`src/rtl/fpa_scheduler.sv`:
```
// Two-requester arbiter and sequencer for a shared pipelined floating_point_adder.
// Optional build macro: FPA_SCHED_FIXED_PRIO_EN (fixed priority to r0 instead of round-robin).
module fpa_scheduler #(
  parameter int PIPE_DEPTH = 4,
  parameter int OP_STAGE   = 2
) (
  input  logic        clk,
  input  logic        clear,
  input  logic        r0_valid,
  output logic        r0_ready,
  input  logic [31:0] r0_a,
  input  logic [31:0] r0_b,
  input  logic        r0_op,
  output logic        r0_res_valid,
  output logic [31:0] r0_res,
  input  logic        r1_valid,
  output logic        r1_ready,
  input  logic [31:0] r1_a,
  input  logic [31:0] r1_b,
  input  logic        r1_op,
  output logic        r1_res_valid,
  output logic [31:0] r1_res,
  output logic [15:0] fpa_exponenti,
  output logic [47:0] fpa_mantise,
  output logic        fpa_load,
  output logic        fpa_clear,
  output logic        fpa_op,
  input  logic [7:0]  fpa_rez_exp,
  input  logic [23:0] fpa_rez_mant,
  output logic        busy,
  output logic [3:0]  inflight
);

  // Handshake: a request transfers on the rising edge where rN_valid & rN_ready are both high;
  // ready is combinational from valid and never asserted while clear is high. Results have no backpressure.
  logic grant0, grant1;

  logic        st_valid_q, st_valid_d;
  logic        st_owner_q, st_owner_d;
  logic        st_op_q, st_op_d;
  logic [15:0] exp_q, exp_d;
  logic [47:0] mant_q, mant_d;

  logic [PIPE_DEPTH-1:0] tv_q, tv_d;
  logic [PIPE_DEPTH-1:0] to_q, to_d;
  logic [PIPE_DEPTH-1:0] top_q, top_d;

  logic        ret_valid_q, ret_valid_d;
  logic        ret_owner_q, ret_owner_d;
  logic        r0_res_valid_q, r0_res_valid_d;
  logic        r1_res_valid_q, r1_res_valid_d;
  logic [31:0] r0_res_q, r0_res_d;
  logic [31:0] r1_res_q, r1_res_d;
  logic        fpa_clear_q, fpa_clear_d;

  logic [31:0] sel_a, sel_b;
  logic [31:0] rez_word;
  logic [3:0]  cnt;

`ifdef FPA_SCHED_FIXED_PRIO_EN
  always_comb begin
    grant0 = 1'b0;
    grant1 = 1'b0;
    if (!clear) begin
      if (r0_valid) grant0 = 1'b1;
      else if (r1_valid) grant1 = 1'b1;
    end
  end
`else
  // rr_last_q holds the most recently granted requester; reset value 1 lets r0 win the first tie.
  logic rr_last_q, rr_last_d;

  always_comb begin
    grant0 = 1'b0;
    grant1 = 1'b0;
    if (!clear) begin
      if (r0_valid && r1_valid) begin
        if (rr_last_q) grant0 = 1'b1;
        else grant1 = 1'b1;
      end else begin
        grant0 = r0_valid;
        grant1 = r1_valid;
      end
    end
    rr_last_d = rr_last_q;
    if (grant0) rr_last_d = 1'b0;
    else if (grant1) rr_last_d = 1'b1;
  end

  always_ff @(posedge clk) begin
    if (clear) rr_last_q <= 1'b1;
    else rr_last_q <= rr_last_d;
  end
`endif

  assign r0_ready = grant0;
  assign r1_ready = grant1;

  // The adder is advanced whenever anything is staged or tracked, so latency is fixed.
  assign fpa_load = st_valid_q | (|tv_q);
  assign rez_word = {fpa_rez_mant[23], fpa_rez_exp, fpa_rez_mant[22:0]};

  always_comb begin
    sel_a = grant1 ? r1_a : r0_a;
    sel_b = grant1 ? r1_b : r0_b;

    st_valid_d = grant0 | grant1;
    st_owner_d = grant1;
    st_op_d    = grant1 ? r1_op : (grant0 ? r0_op : 1'b0);
    exp_d      = 16'd0;
    mant_d     = 48'd0;
    if (grant0 || grant1) begin
      exp_d  = {sel_a[30:23], sel_b[30:23]};
      mant_d = {sel_a[31], sel_a[22:0], sel_b[31], sel_b[22:0]};
    end

    tv_d  = tv_q;
    to_d  = to_q;
    top_d = top_q;
    if (fpa_load) begin
      tv_d[0]  = st_valid_q;
      to_d[0]  = st_owner_q;
      top_d[0] = st_op_q;
      for (int i = 1; i < PIPE_DEPTH; i++) begin
        tv_d[i]  = tv_q[i-1];
        to_d[i]  = to_q[i-1];
        top_d[i] = top_q[i-1];
      end
    end

    // An entry leaving the last position has its result on rez_* one edge later.
    ret_valid_d = fpa_load & tv_q[PIPE_DEPTH-1];
    ret_owner_d = to_q[PIPE_DEPTH-1];

    r0_res_valid_d = ret_valid_q & ~ret_owner_q;
    r1_res_valid_d = ret_valid_q & ret_owner_q;
    r0_res_d       = r0_res_valid_d ? rez_word : r0_res_q;
    r1_res_d       = r1_res_valid_d ? rez_word : r1_res_q;

    fpa_clear_d = clear;

    cnt = {3'b000, st_valid_q};
    for (int i = 0; i < PIPE_DEPTH; i++) begin
      cnt = cnt + {3'b000, tv_q[i]};
    end
  end

  always_ff @(posedge clk) begin
    fpa_clear_q <= fpa_clear_d;
    if (clear) begin
      st_valid_q     <= 1'b0;
      st_owner_q     <= 1'b0;
      st_op_q        <= 1'b0;
      exp_q          <= 16'd0;
      mant_q         <= 48'd0;
      tv_q           <= '0;
      to_q           <= '0;
      top_q          <= '0;
      ret_valid_q    <= 1'b0;
      ret_owner_q    <= 1'b0;
      r0_res_valid_q <= 1'b0;
      r1_res_valid_q <= 1'b0;
      r0_res_q       <= 32'd0;
      r1_res_q       <= 32'd0;
    end else begin
      st_valid_q     <= st_valid_d;
      st_owner_q     <= st_owner_d;
      st_op_q        <= st_op_d;
      exp_q          <= exp_d;
      mant_q         <= mant_d;
      tv_q           <= tv_d;
      to_q           <= to_d;
      top_q          <= top_d;
      ret_valid_q    <= ret_valid_d;
      ret_owner_q    <= ret_owner_d;
      r0_res_valid_q <= r0_res_valid_d;
      r1_res_valid_q <= r1_res_valid_d;
      r0_res_q       <= r0_res_d;
      r1_res_q       <= r1_res_d;
    end
  end

  generate
    if (OP_STAGE == 0) begin : g_op_staged
      assign fpa_op = st_valid_q & st_op_q;
    end else begin : g_op_tracked
      assign fpa_op = tv_q[OP_STAGE-1] & top_q[OP_STAGE-1];
    end
  endgenerate

  assign fpa_exponenti = exp_q;
  assign fpa_mantise   = mant_q;
  assign fpa_clear     = fpa_clear_q;
  assign r0_res_valid  = r0_res_valid_q;
  assign r1_res_valid  = r1_res_valid_q;
  assign r0_res        = r0_res_q;
  assign r1_res        = r1_res_q;
  assign busy          = fpa_load | ret_valid_q | r0_res_valid_q | r1_res_valid_q;
  assign inflight      = cnt;

endmodule

```
`config.mk`:
```
export PLATFORM = sky130hd
export DESIGN_NAME = fpa_scheduler
export DESIGN_NICKNAME = d
export VERILOG_FILES = /design/src/rtl/fpa_scheduler.sv
export SDC_FILE = /design/constraint.sdc
export NUM_CORES = 1
export LEC_CHECK = 0
export CORE_AREA = 2 2 118 120
export CTS_CLUSTER_DIAMETER = 30
export DETAILED_ROUTE_END_ITERATION = 8
export DIE_AREA = 0 0 120 122
export PLACE_DENSITY = 0.86
export SLEW_MARGIN = 20
export SYNTH_ARGS = -nofsm -noshare
export SYNTH_HDL_FRONTEND = slang
export SYNTH_SLANG_ARGS = --single-unit
```
`constraint.sdc`:
```
create_clock -name clk -period 4.4 [get_ports clk]
set_clock_uncertainty 0.05 [all_clocks]
set_input_delay 1.32 -clock clk [delete_from_list [all_inputs] [get_ports clk]]
set_output_delay 1.32 -clock clk [all_outputs]
set_load 0.05 [all_outputs]
```
==> reports/results.ini, run 1 <==
[outcome]
status = complete, no violations

[min_path]
min_path_cells = 2
hold_path_end = r1_res[30]
hold_class = reg2reg
hp-start = r1_res[30]

[synth]
synthTopCellsByArea = dfxtp_1 61%, a22o_1 12%, nand2_1 10%, a21oi_1 6.8%, clkbuf_1 2.0%
synth_top_cell_area_share_pct = 61.08
synth_ff_type = dfxtp_1
yosysSeqAreaShare_pct = 61.08
synth_top_area_cell = dfxtp_1
ys_ff_latch = 147
synth_edf_count = 0
yosysWarnings = 0
synth.distinct_cells = 25
synth_cells = 493
synth_nets = 662
syn_area_per_cell_um2 = 9.774
async_reset_ff_share_pct = 0
syn_area_um2 = 4818

[floorplanning]
start_util_pct = 35.68
ioPinCount = 306
die_h_um = 122
die-area_um2 = 14640
core_um2 = 13500
num_rows = 43
die-width_um = 120

[clocking]
numCtsBuffers = 17
cts-htree-levels = 4
cts_resized = 0
tritoncts = built
cts_setup_buffers = 0
clockRootBuffer = clkbuf_16
clkSinkCount = 147
cts_hold_buffers = 0
clock_path_buffers = 2
clkTransAtPathRegs_ns = 0.06
clk_latency_ns = 0.42

[cells_and_area]
seq_area_um2 = 2943
final_cell_mix = 301 x clkdlybuf4s50_1, 147 x dfxtp_1, 129 x nand2_1
fin_cells = 977
final_common_cell = clkdlybuf4s50_1
diodes = 0
multi_input_area_um2 = 1699
design_area_um2 = 8675
syn2layout_area_growth_pct = 80.03
nets = 953
fin_util_pct = 64.24
fill_cells = 1014
drive_gt1_share_pct = 6.023

[routing]
vias = 4702
first_iter_violations = 261
drtPass1Iterations = 5
drc_errors = 0
antenna_left = 0
wl_um = 17010
avgRoutedWirePerCell_um = 17.41
viasPerCell = 4.813

[sta]
slew_headroom_pct = 46.37
finalSetupViolations = 0
fin_crit_ns = 4.191
post-route-period-util_pct = 95.26
fmax_mhz = 238.6
fin_ws_ns = 0.2087
tns_ns = 0
slew_violations = 0
tightest_slew_ns = 0.8045
rsz0062_at_grt = false
hold_violations = 0
hold_slack_ns = 0.4003

[critical_path]
arrival_ns = 2.82
reg2reg_to = fpa_exponenti[2]
rrSetupSlack_ns = 2.57
critPathMaxFanout = 2
r2r_cells = 4
critPathRequiredTime_ns = 3.03
r2r_start = rr_last_q
crit_path_start_kind = register
cp-end-kind = output pin
path_class = reg2out

[job]
max_cap_viol_count = 0

[global_route]
grt_use_met1_pct = 24.30
grt_max_degree = 81
grt_pass1_vias = 4466
globalRouteMet3Util_pct = 11.24
use_met2_pct = 36.75
gr-total-overflow = 0
grt_antenna_before_repair = 1
grt_use_total_pct = 22.46
grt_busiest_layer = met2
grt_pass1_wl_um = 24600

[place]
dp.final_hpwl_um = 12060
dp_slack_ns = 0.5690
gp_congestion = 0.7799
post_dp_cell_area_um2 = 8014
numPortBuffers = 304
placed_cells = 945

[power]
leakagePower_nw = 3.213
power.total_mw = 3.528
switching_power_mw = 0.8603
swShare_pct = 24.38
p_per_area_nw_per_um2 = 406.7
seq_power_share_pct = 39.5
pwr-share-clk_pct = 45.3
combPwrFrac_pct = 15.2
p_int_mw = 2.668
peakVddDrop_uv = 264.6

==> area by class of cell <==
type / instances / area share, %
timing repair buffer: 311 / 35.86
clock buffer: 20 / 5.265
clock inverter: 12 / 2.351
sequential: 147 / 33.92
tap: 180 / 2.596
multi-input combinational: 298 / 19.59
inverter: 9 / 0.4183
==> Yosys cell counts (all sizes together), types with 4 or more instances <==
library cell  number
nand2b             7
nor2b              6
inv                9
dfxtp            147
buf               13
nand2            129
a21oi             65
mux2i              4
nor2               6
o21ai              4
a22o              65
clkbuf            26
==> cell families after synthesis <==
logic type      synth area share [%]
other cells                  0.07783
mux                           0.8310
simple gates                   13.37
fa+ha+maj                      1.091
buf+inv                        4.077
flops                          61.07
compound gates                 19.48
==> flip-flops by register name, summed over array words and instances, names as in the netlist, 2 cells and up <==
signal and cells:
r0_res 32, tv_q 4, fpa_exponenti 16, fpa_mantise 48, to_q 4, r1_res 32
top_q 2
==> how the worst max path moves through the flow <==
stage | start | endpoint | slack [ns] | cells past startpoint
floorplan | r1_valid | r1_ready | 0.72 | 3
global placement | r0_valid | r0_ready | 0.63 | 4
detailed placement | r0_valid | r0_ready | 0.57 | 4
CTS | st_valid_q | inflight[1] | 0.17 | 6
global route | st_valid_q | inflight[1] | 0.13 | 6
finish | st_valid_q | inflight[1] | 0.21 | 6
==> routing by layer <==
metal	vias up	share of wire [%]
met1	2179	37
met3	38	11
met4	2	3.1
li1	2249	-
met5	-	0.10
met2	234	48
==> power groups by stage <==
stage          Sequential, mW  Combinational [mW]  Clock, mW
5_1_grt                  1.40               0.559       1.69
3_3_place_gp             1.42               0.531          0
2_1_floorplan            1.57               0.110          0
6_report                 1.40               0.536       1.60
4_1_cts                  1.40               0.538       1.62
3_5_place_dp             1.42               0.534          0
==> critical path, cell delays in order (launching register included) <==
cell and delay, ns:
dfxtp_1 0.33, inv_1 0.07, fa_1 0.54, inv_1 0.05, fa_1 0.36, ha_1 0.28, clkdlybuf4s50_1 0.79
Note: power is estimated with default switching activity, not from simulation.
==> inputs of run 2 (changes only) <==
--- a/config.mk
+++ b/config.mk
@@ -6,9 +6,9 @@
 export NUM_CORES = 1
 export LEC_CHECK = 0
-export CORE_AREA = 2 2 118 120
+export CORE_AREA = 2 2 119 121
 export CTS_CLUSTER_DIAMETER = 30
 export DETAILED_ROUTE_END_ITERATION = 8
-export DIE_AREA = 0 0 120 122
-export PLACE_DENSITY = 0.86
+export DIE_AREA = 0 0 121 123
+export PLACE_DENSITY = 0.84
 export SLEW_MARGIN = 20
 export SYNTH_ARGS = -nofsm -noshare
==> constraint.sdc (replaced) <==
create_clock -name clk -period 4.45 [get_ports clk]
set_clock_uncertainty 0.05 [all_clocks]
set_input_delay 0.6675 -clock clk [delete_from_list [all_inputs] [get_ports clk]]
set_output_delay 0.6675 -clock clk [all_outputs]
set_load 0.05 [all_outputs]
==> reports/results.ini, run 2 (synthesized netlist as in run 1, its figures left out) <==
[min_path]
hold_class = reg2reg
hp-start = to_q[3]
hold_path_end = ret_owner_q
min_path_cells = 2

[sta]
fin_crit_ns = 3.526
hold_violations = 0
slew_headroom_pct = 46.79
rsz0062_at_grt = false
slew_violations = 0
tightest_slew_ns = 0.7982
tns_ns = 0
finalSetupViolations = 0
fmax_mhz = 283.6
post-route-period-util_pct = 79.23

[cells_and_area]
final_cell_mix = 303 x clkdlybuf4s50_1, 147 x dfxtp_1, 129 x nand2_1
largest_reg_flops = 48
multi_input_area_um2 = 1699
final_common_cell = clkdlybuf4s50_1
design_area_um2 = 8648
fill_cells = 1114
nets = 953
syn2layout_area_growth_pct = 79.49
seq_area_um2 = 2943
drive_gt1_share_pct = 5.646

[routing]
drtPass1Iterations = 4
vias = 4680
drc_errors = 0
avgRoutedWirePerCell_um = 16.76
viasPerCell = 4.785
wl_um = 16400
first_iter_violations = 191
antenna_left = 0

[critical_path]
reg2reg_to = fpa_exponenti[10]
crit_buf_inv = 3
crit_path_max_incr_delay_ns = 0.79
arrival_ns = 2.81
r2r_cells = 4
crit_path_start_kind = register
crit_chain = inv_1 -> fa_1 -> inv_1 -> fa_1 -> ha_1 -> clkdlybuf4s50_1
cp-end-kind = output pin
critPathRequiredTime_ns = 3.73
critPathMaxFanout = 2
path_class = reg2out
crit_family = adder cells
crit_slowest_cell = clkdlybuf4s50_1
rrSetupSlack_ns = 2.78
r2r_start = rr_last_q

[power]
power.total_mw = 3.466
peakVddDrop_uv = 240.1
leakagePower_nw = 3.201
p_per_area_nw_per_um2 = 400.7

[floorplanning]
core_um2 = 13610
ioPinCount = 306
die-width_um = 121
start_util_pct = 35.40
die_h_um = 123
die-area_um2 = 14880
num_rows = 43

[outcome]
status = complete, no violations

[global_route]
grt_antenna_before_repair = 1
gr-total-overflow = 0
use_met2_pct = 35.32
grt_busiest_layer = met2
globalRouteMet3Util_pct = 11.16
grt_pass1_wl_um = 24050
grt_use_met1_pct = 23.53
grt_pass1_vias = 4486
grt_use_total_pct = 21.45
grt_max_degree = 81

[clocking]
clk_latency_ns = 0.41
tritoncts = built
cts-htree-levels = 4
clockRootBuffer = clkbuf_16
clkTransAtPathRegs_ns = 0.06
clkSinkCount = 147
clock_path_buffers = 2
cts_hold_buffers = 0
cts_resized = 0
cts_setup_buffers = 0
numCtsBuffers = 17

[place]
gp_congestion = 0.7972
post_dp_cell_area_um2 = 7994
dp.final_hpwl_um = 11850
numPortBuffers = 304

[job]
max_cap_viol_count = 0

==> run 2: cell count changes in the layout (fill, tap and decap cells not counted) <==
cell             delta
buf_12              -2
clkbuf_8            -1
clkinv_4            +1
clkinvlp_4          -1
clkdlybuf4s50_1     +2
clkbuf_1            +1
diode_2             +1
==> run 2: worst max path at each step <==
stage | slack (ns) | depth (start not counted) | startpoint | end
2_1_floorplan | 1.90 | 5 | st_valid_q | inflight[1]
3_3_place_gp | 1.36 | 6 | st_valid_q | inflight[1]
3_5_place_dp | 1.34 | 6 | st_valid_q | inflight[1]
4_1_cts | 0.89 | 6 | st_valid_q | inflight[1]
5_1_grt | 0.82 | 6 | st_valid_q | inflight[1]
6_report | 0.92 | 6 | st_valid_q | inflight[1]
==> run 2: layout make-up <==
type,count,area share (%)
Clock inverter,12,2.373
Clock buffer,20,5.165
Timing Repair Buffer,311,35.73
Inverter,9,0.4196
Multi-Input combinational cell,298,19.65
Antenna cell,1,0.02894
Tap cell,180,2.604
Sequential cell,147,34.03
==> run 2: per-layer routing <==
| metal | up-vias | wire length (um) |
|---|---|---|
| li1 | 2252 | - |
| met1 | 2191 | 6208 |
| met2 | 209 | 7944 |
| met3 | 28 | 1862 |
| met4 | 0 | 378 |
| met5 | - | 0 |
==> run 2: stage by stage <==
step | setup WS, ns | util (%) | hold WS, ns | cells
2_1_floorplan | 1.895 | - | 0.3640 | 493
3_3_place_gp | 1.356 | 58.73 | 0.3903 | 945
3_5_place_dp | 1.343 | 58.73 | 0.3911 | 945
4_1_cts | 0.8899 | 63.52 | 0.4052 | 977
5_1_grt | 0.8212 | 63.52 | 0.4205 | 977
6_report | 0.9241 | 63.54 | 0.3982 | 978
==> run 2: worst min-delay path: cells and delay by family (launching register included) <==
family	cells	cell delay [ns]
DFF	1	0.31
and+or+nand+nor	1	0.06
buffers and inverters	1	0.05
==> run 2: power breakdown <==
group | total [mW] | internal (mW) | switching, mW
Combinational | 0.526 | 0.246 | 0.280
Clock | 1.56 | 1.01 | 0.548
Sequential | 1.38 | 1.36 | 0.0152
==> inputs of run 3 (changes only) <==
Settings changed: CORE_AREA 2 2 119 121 to 2 2 124 126, DIE_AREA 0 0 121 123 to 0 0 126 128, PLACE_DENSITY 0.84 to 0.82.
Clock period 4.45 ns to 3.2 ns, I/O delays scaled along.
==> reports/results.ini, run 3 (synthesized netlist as in run 1, its figures left out) <==
[sta]
slew_headroom_pct = 44.98
tightest_slew_ns = 0.8253
fmax_mhz = 336.3
post-route-period-util_pct = 92.91
hold_violations = 0
finalSetupViolations = 0
tns_ns = 0
rsz0062_at_grt = false
slew_violations = 0
fin_crit_ns = 2.973

[routing]
first_iter_violations = 292
wl_um = 16340
viasPerCell = 4.672
antenna_left = 0
drc_errors = 0
drtPass1Iterations = 4
vias = 4597
avgRoutedWirePerCell_um = 16.60

[floorplanning]
die-width_um = 126
start_util_pct = 32.42
ioPinCount = 306
die-area_um2 = 16130
core_um2 = 14860
die_h_um = 128
num_rows = 45

[critical_path]
cp-end-kind = output pin
rrSetupSlack_ns = 1.47
arrival_ns = 2.44
r2r_start = ret_valid_q
crit_path_start_kind = register
startpoint = st_valid_q
r2r_cells = 4
reg2reg_to = r1_res[23]
critPathRequiredTime_ns = 2.67
path_class = reg2out
critPathMaxFanout = 2

[job]
max_cap_viol_count = 0

[power]
switching_power_mw = 1.151
peakVddDrop_uv = 292.1
p_per_area_nw_per_um2 = 546.6
leakagePower_nw = 3.219
power.total_mw = 4.730
seq_power_share_pct = 40.6
pwr-share-clk_pct = 43.9
swShare_pct = 24.33
combPwrFrac_pct = 15.6
p_int_mw = 3.579

[cells_and_area]
drive_gt1_share_pct = 5.786
fin_util_pct = 58.21
seq_area_um2 = 2943
multi_input_area_um2 = 1699
final_cell_mix = 297 x clkdlybuf4s50_1, 147 x dfxtp_1, 129 x nand2_1
fill_cells = 1280
largest_reg_flops = 48
final_common_cell = clkdlybuf4s50_1
syn2layout_area_growth_pct = 79.56
nets = 953

[clocking]
clk_latency_ns = 0.41
tritoncts = built
clkSinkCount = 147
cts_hold_buffers = 0
cts_setup_buffers = 0
clkTransAtPathRegs_ns = 0.06
clock_path_buffers = 2
clockRootBuffer = clkbuf_16
cts-htree-levels = 4
numCtsBuffers = 17

[global_route]
grt_max_degree = 84
gr-total-overflow = 0
grt_antenna_before_repair = 2
grt_use_total_pct = 19.99
grt_pass1_vias = 4564
grt_pass1_wl_um = 24530

[min_path]
hp-start = to_q[3]
hold_path_end = ret_owner_q
min_path_cells = 2
hold_class = reg2reg

[place]
dp.final_hpwl_um = 12060
numPortBuffers = 304
gp_congestion = 0.8136

[outcome]
status = complete, no violations

==> run 3: routing by layer <==
metal / wire length (um) / global-route usage, % / share of wire (%)
met4: 469 / 9.632 / 2.9
met3: 1744 / 9.224 / 11
met2: 8052 / 34.28 / 49
met1: 6059 / 20.81 / 37
met5: 13 / 0 / 0.080
==> run 3: how the worst max path moves through the flow <==
stage	endpoint	slack [ns]	depth (start not counted)
finish	inflight[0]	0.23	5
CTS	busy	0.005	5
global placement	inflight[0]	0.45	5
detailed placement	inflight[2]	0.36	6
global route	inflight[2]	0.1	6
floorplan	inflight[1]	0.83	5
==> run 3: cell type report <==
type	instances	area share [%]
Multi-Input combinational cell	298	19.64
Timing Repair Buffer	311	36.07
Clock buffer	21	5.322
Antenna cell	1	0.02892
Inverter	9	0.4194
Clock inverter	9	1.793
Tap cell	188	2.719
Sequential cell	147	34.01
==> run 3: stage by stage <==
stage	hold WS (ns)	instance area, um^2	instances	worst slack [ns]
global placement	0.3834	8034	953	0.4530
CTS	0.3983	8647	983	0.004603
finish	0.3942	8652	984	0.2268
floorplan	0.3640	4818	493	0.8329
global route	0.4218	8652	984	0.09692
detailed placement	0.3862	8034	953	0.3636
==> run 3: timing repair <==
action / CTS / global route
gates cloned: 0 / 0
setup endpoints to repair: 2 / 1
gates resized for setup: 2 / 1
==> run 3: worst max-delay path: stages (launching register included) <==
cell and delay (ns):
dfxtp_1 0.33, inv_1 0.07, fa_1 0.54, inv_1 0.06, fa_1 0.50, dlygate4sd2_1 0.53
==> run 3: power by group through the flow <==
stage	combinational [mW]	clock (mW)	sequential, mW
2_1_floorplan	0.151	0	2.16
3_3_place_gp	0.736	0	1.96
3_5_place_dp	0.738	0	1.96
4_1_cts	0.741	2.13	1.92
5_1_grt	0.772	2.20	1.92
6_report	0.737	2.07	1.92
